[src/rtl/rf_pkg.sv]
// rtl/rf_pkg.sv - shared defaults, address type and popcount for the register file
package rf_pkg;

    localparam int DATA_W_DEF = 32;
    localparam int ADDR_W_DEF = 5;
    localparam int MAX_REGS   = 256;

    typedef logic [ADDR_W_DEF-1:0] reg_addr_t;

    // Callers zero-extend their busy vector to MAX_REGS bits.
    function automatic int unsigned popcount(input logic [MAX_REGS-1:0] v);
        int unsigned n;
        n = 0;
        for (int i = 0; i < MAX_REGS; i++) begin
            n = n + int'(v[i]);
        end
        return n;
    endfunction

endpackage

[src/rtl/onehot_dec.sv]
// rtl/onehot_dec.sv - parametrised gated binary-to-one-hot decoder
module onehot_dec #(
    parameter int ADDR_W = 5
) (
    input  logic                 en,
    input  logic [ADDR_W-1:0]    addr,
    output logic [2**ADDR_W-1:0] onehot
);

    always_comb begin
        onehot = '0;
        if (en) begin
            onehot[addr] = 1'b1;
        end
    end

endmodule

[src/rtl/regfile_scoreboard.sv]
// rtl/regfile_scoreboard.sv - 1W2R register file with write bypass and busy scoreboard
module regfile_scoreboard
    import rf_pkg::*;
#(
    parameter int DATA_W   = DATA_W_DEF,
    parameter int ADDR_W   = ADDR_W_DEF,
    parameter int ZERO_REG = 1
) (
    input  logic                 clk,
    input  logic                 reset,
    input  logic                 RegWrite,
    input  logic [ADDR_W-1:0]    WriteRegister,
    input  logic [DATA_W-1:0]    WriteData,
    input  logic [ADDR_W-1:0]    ReadRegister1,
    input  logic [ADDR_W-1:0]    ReadRegister2,
    output logic [DATA_W-1:0]    ReadData1,
    output logic [DATA_W-1:0]    ReadData2,
    input  logic                 issue_valid,
    input  logic [ADDR_W-1:0]    issue_reg,
    output logic                 busy1,
    output logic                 busy2,
    output logic                 stall,
    output logic [ADDR_W:0]      busy_count,
    output logic [2**ADDR_W-1:0] WriteEn
);

    localparam int NREGS = 2**ADDR_W;
    localparam logic [NREGS-1:0] ZERO_MASK = (ZERO_REG != 0) ? NREGS'(1) : '0;

    logic [NREGS-1:0]  dec_raw;
    logic [DATA_W-1:0] regs [NREGS];
    logic [NREGS-1:0]  busy;
    logic [NREGS-1:0]  busy_next;
    logic              issue_ok;

    onehot_dec #(.ADDR_W(ADDR_W)) u_dec (
        .en     (RegWrite),
        .addr   (WriteRegister),
        .onehot (dec_raw)
    );

    assign WriteEn = dec_raw & ~ZERO_MASK;

    always_ff @(posedge clk or posedge reset) begin
        if (reset) begin
            for (int i = 0; i < NREGS; i++) begin
                regs[i] <= '0;
            end
        end else begin
            for (int i = 0; i < NREGS; i++) begin
                if (WriteEn[i]) begin
                    regs[i] <= WriteData;
                end
            end
        end
    end

    always_comb begin
        ReadData1 = regs[ReadRegister1];
        if (reset || (ZERO_REG != 0 && ReadRegister1 == '0)) begin
            ReadData1 = '0;
        end else if (RegWrite && WriteRegister == ReadRegister1) begin
            ReadData1 = WriteData;
        end
    end

    always_comb begin
        ReadData2 = regs[ReadRegister2];
        if (reset || (ZERO_REG != 0 && ReadRegister2 == '0)) begin
            ReadData2 = '0;
        end else if (RegWrite && WriteRegister == ReadRegister2) begin
            ReadData2 = WriteData;
        end
    end

    // Issue is applied after the writeback clear so a new producer wins.
    assign issue_ok = issue_valid && !(ZERO_REG != 0 && issue_reg == '0);

    always_comb begin
        busy_next = busy & ~WriteEn;
        if (issue_ok) begin
            busy_next[issue_reg] = 1'b1;
        end
    end

    always_ff @(posedge clk or posedge reset) begin
        if (reset) begin
            busy       <= '0;
            busy_count <= '0;
        end else begin
            busy       <= busy_next;
            busy_count <= (ADDR_W+1)'(popcount(MAX_REGS'(busy_next)));
        end
    end

    // A same-cycle writeback releases the stall, matching the data bypass.
    assign busy1 = busy[ReadRegister1] & ~(RegWrite & (WriteRegister == ReadRegister1)) & ~reset;
    assign busy2 = busy[ReadRegister2] & ~(RegWrite & (WriteRegister == ReadRegister2)) & ~reset;
    assign stall = busy1 | busy2;

endmodule

[config.mk]
export PLATFORM = sky130hd
export DESIGN_NAME = regfile_scoreboard
export DESIGN_NICKNAME = d
export VERILOG_FILES = /design/src/rtl/rf_pkg.sv /design/src/rtl/onehot_dec.sv /design/src/rtl/regfile_scoreboard.sv
export SDC_FILE = /design/constraint.sdc
export NUM_CORES = 2
export LEC_CHECK = 0
export ABC_CLOCK_PERIOD_IN_PS = 35700
export CORE_MARGIN = 2
export CORE_UTILIZATION = 44
export DETAILED_ROUTE_END_ITERATION = 6
export SLEW_MARGIN = 20
export SYNTH_ARGS = -nofsm -noshare
export SYNTH_HDL_FRONTEND = slang
export SYNTH_HIERARCHICAL = 1
export SYNTH_SLANG_ARGS = --single-unit
[constraint.sdc]
create_clock -name clk -period 35.7 [get_ports clk]
set_input_delay 3.57 -clock clk [delete_from_list [all_inputs] [get_ports clk]]
set_output_delay 3.57 -clock clk [all_outputs]
set_load 0.03 [all_outputs]
==> impl_results.md <==
* Synthesized area at 56840 um2
* Total I/O pin count at 161
* Clock Pin Slew Worst Setup and Hold Paths at 60 ps
* Port Buf Inserts at 159
* Routed length on met2 at 88310 um
* Vias in the first global route at 38.12k
* Die Ht at 363.4 um
* Lkg Pwr at 0.02693 uW
* # fillers at 10.94k
* # setup viols final at 0
* P per Cell Area at 62.98 nW/um2
* Final #Nets at 4065
* Synth-to-Final Area Change at 12.15%
* TritonCTS clock tree: yes
* Yosys warns at 6
* Global-route wire length before repair at 280300 um
* Initial DRC Count at 4090
* Routed vias at 38.32k
* Minimum clock period after layout at 12460 ps
* H-tree Lvls at 3
* Worst EP arrival at 8890 ps
* TritonCTS Buffers at 113
* Post-route DRC at 0
* Vias per cell at 6.677
* Final Max Slew Viols at 0
* Post-Place Cells at 5524
* Status: completed
* Wire length on met1 at 84260 um
* Finished Layout Cells at 5739
* Post-cts resize count at 0
* Initial Utilization at 44.46%
* Register area at 25770 um2
* Hold Fails Final Rpt at 0
* WP data required at 32130 ps
* Flop2flop setup slack at 30580 ps
* DRT Pass-1 Iters at 6
* Max Freq at 80.26 MHz
* Post-route total power at 4015 uW
* Core Area at 127800 um2
* Grt total ovfl at 0
* Syn_area_per_cell at 14.11 um2
* Std-Cell Rows at 131
* Routed WL at 193600 um
* RSZ-0062 raised after global routing: no
* WL/cell at 33.73 um
* Worst Skew at 6.659 ps
* Postcts setup bufs at 0
* Most frequent cells in the layout: mux2_2 (1090), dfrtp_1 (1030), mux4_2 (408), mux2i_1 (172), clkdlybuf4s50_1 (148)
* Layout cells sized above 1 at 46.37%
* Initial antenna violation count at 2
* CP startpoint kind: input pin
* Setup_tns at 0 ps
* Relative slew slack at 23.02%
* Clk sinks at 1030
* Post-cts hold buffer count at 0
* Setup CP Type: input pin to output port
* Worst-margin pin slew at 1155 ps
* Setup ws final at 23240 ps
* Commonest non-fill, non-tap cell in the layout: mux2_2
* Final period util at 34.90%
* Post-DRT Antenna Nets at 0
* Multi-input gate area at 28960 um2
* Synthesized net count at 4115
* Dpl hpwl at 111300 um
* Die Area at 132100 um2
* Max Buffers Root-to-Sink at 3
* Worst IR drop on VDD at 0.1001 mV
* Worst setup EP type: output port
* WL met3 at 15250 um
* Top sig layer: met4
* Post-Syn Instances at 4028
* Die width at 363.4 um
* Worst min-delay path category: register to register
* Clock latency on the worst-skew pair at 730 ps
* Fin util at 49.86%
* Max_cap viols at 0
* Max FO, Critical Path at 93
* GRT Util Overall at 29.35%
* Worst slack, placed at 23190 ps
* Largest net degree at the start of global routing at 171
* Root buffer cell: clkbuf_16
* Placer Congestion at 0.8400
==> stage by stage <==
| step | cell area, um2 | hold slack [ps] |
|---|---|---|
| 2_1_floorplan | 56840 | 487.0 |
| 3_3_place_gp | 59710 | 449.9 |
| 3_5_place_dp | 59710 | 466.4 |
| 4_1_cts | 63730 | 474.7 |
| 5_1_grt | 63740 | 485.6 |
| 6_report | 63740 | 473.5 |
==> final cells by class <==
cell class / instances / share of cell area [%]
multi-input combinational: 2467 / 45.43
sequential: 1030 / 40.43
clock buffer: 166 / 5.286
timing repair buffer: 283 / 4.063
tap: 1662 / 3.262
clock inverter: 47 / 1.025
inverter: 83 / 0.5005
antenna: 1 / 0.003926
==> power by group <==
| part | total, uW | leakage, uW | switching (uW) | internal [uW] |
|---|---|---|---|---|
| clock network | 1270 | 0.00198 | 514 | 754 |
| registers | 1580 | 0.0131 | 167 | 1410 |
| logic | 1170 | 0.0118 | 544 | 624 |
| total | 4010 | 0.0269 | 1220 | 2790 |
==> sequential cells by signal (all words and copies together) (netlist names) <==
name	count
busy_count	6
busy	32
regs	992
==> per-layer routing <==
metal  vias up  track usage (%)
li1      15364                -
met1     20924            42.59
met2      1704            44.64
met3       325            5.298
met4         0            9.666
met5         -                0
==> worst max-delay path, cell delays in order <==
cell	delay, ps
clkdlybuf4s50_1	810
inv_8	700
buf_4	680
nand2_2	510
buf_4	400
or4_1	550
a31oi_1	740
clkdlybuf4s50_1	830
==> final timing paths <==
kind                               start            end  cells after the start
worst max register to register  busy[27]  busy_count[4]                     17
max in group asynchronous          reset      regs[975]                      5
worst max-delay path               reset  ReadData1[17]                      8
worst min register to register   busy[0]        busy[0]                      0
min in group asynchronous          reset       regs[70]                      2
worst min-delay path             busy[0]        busy[0]                      0
(Power assumes the default switching activity.)
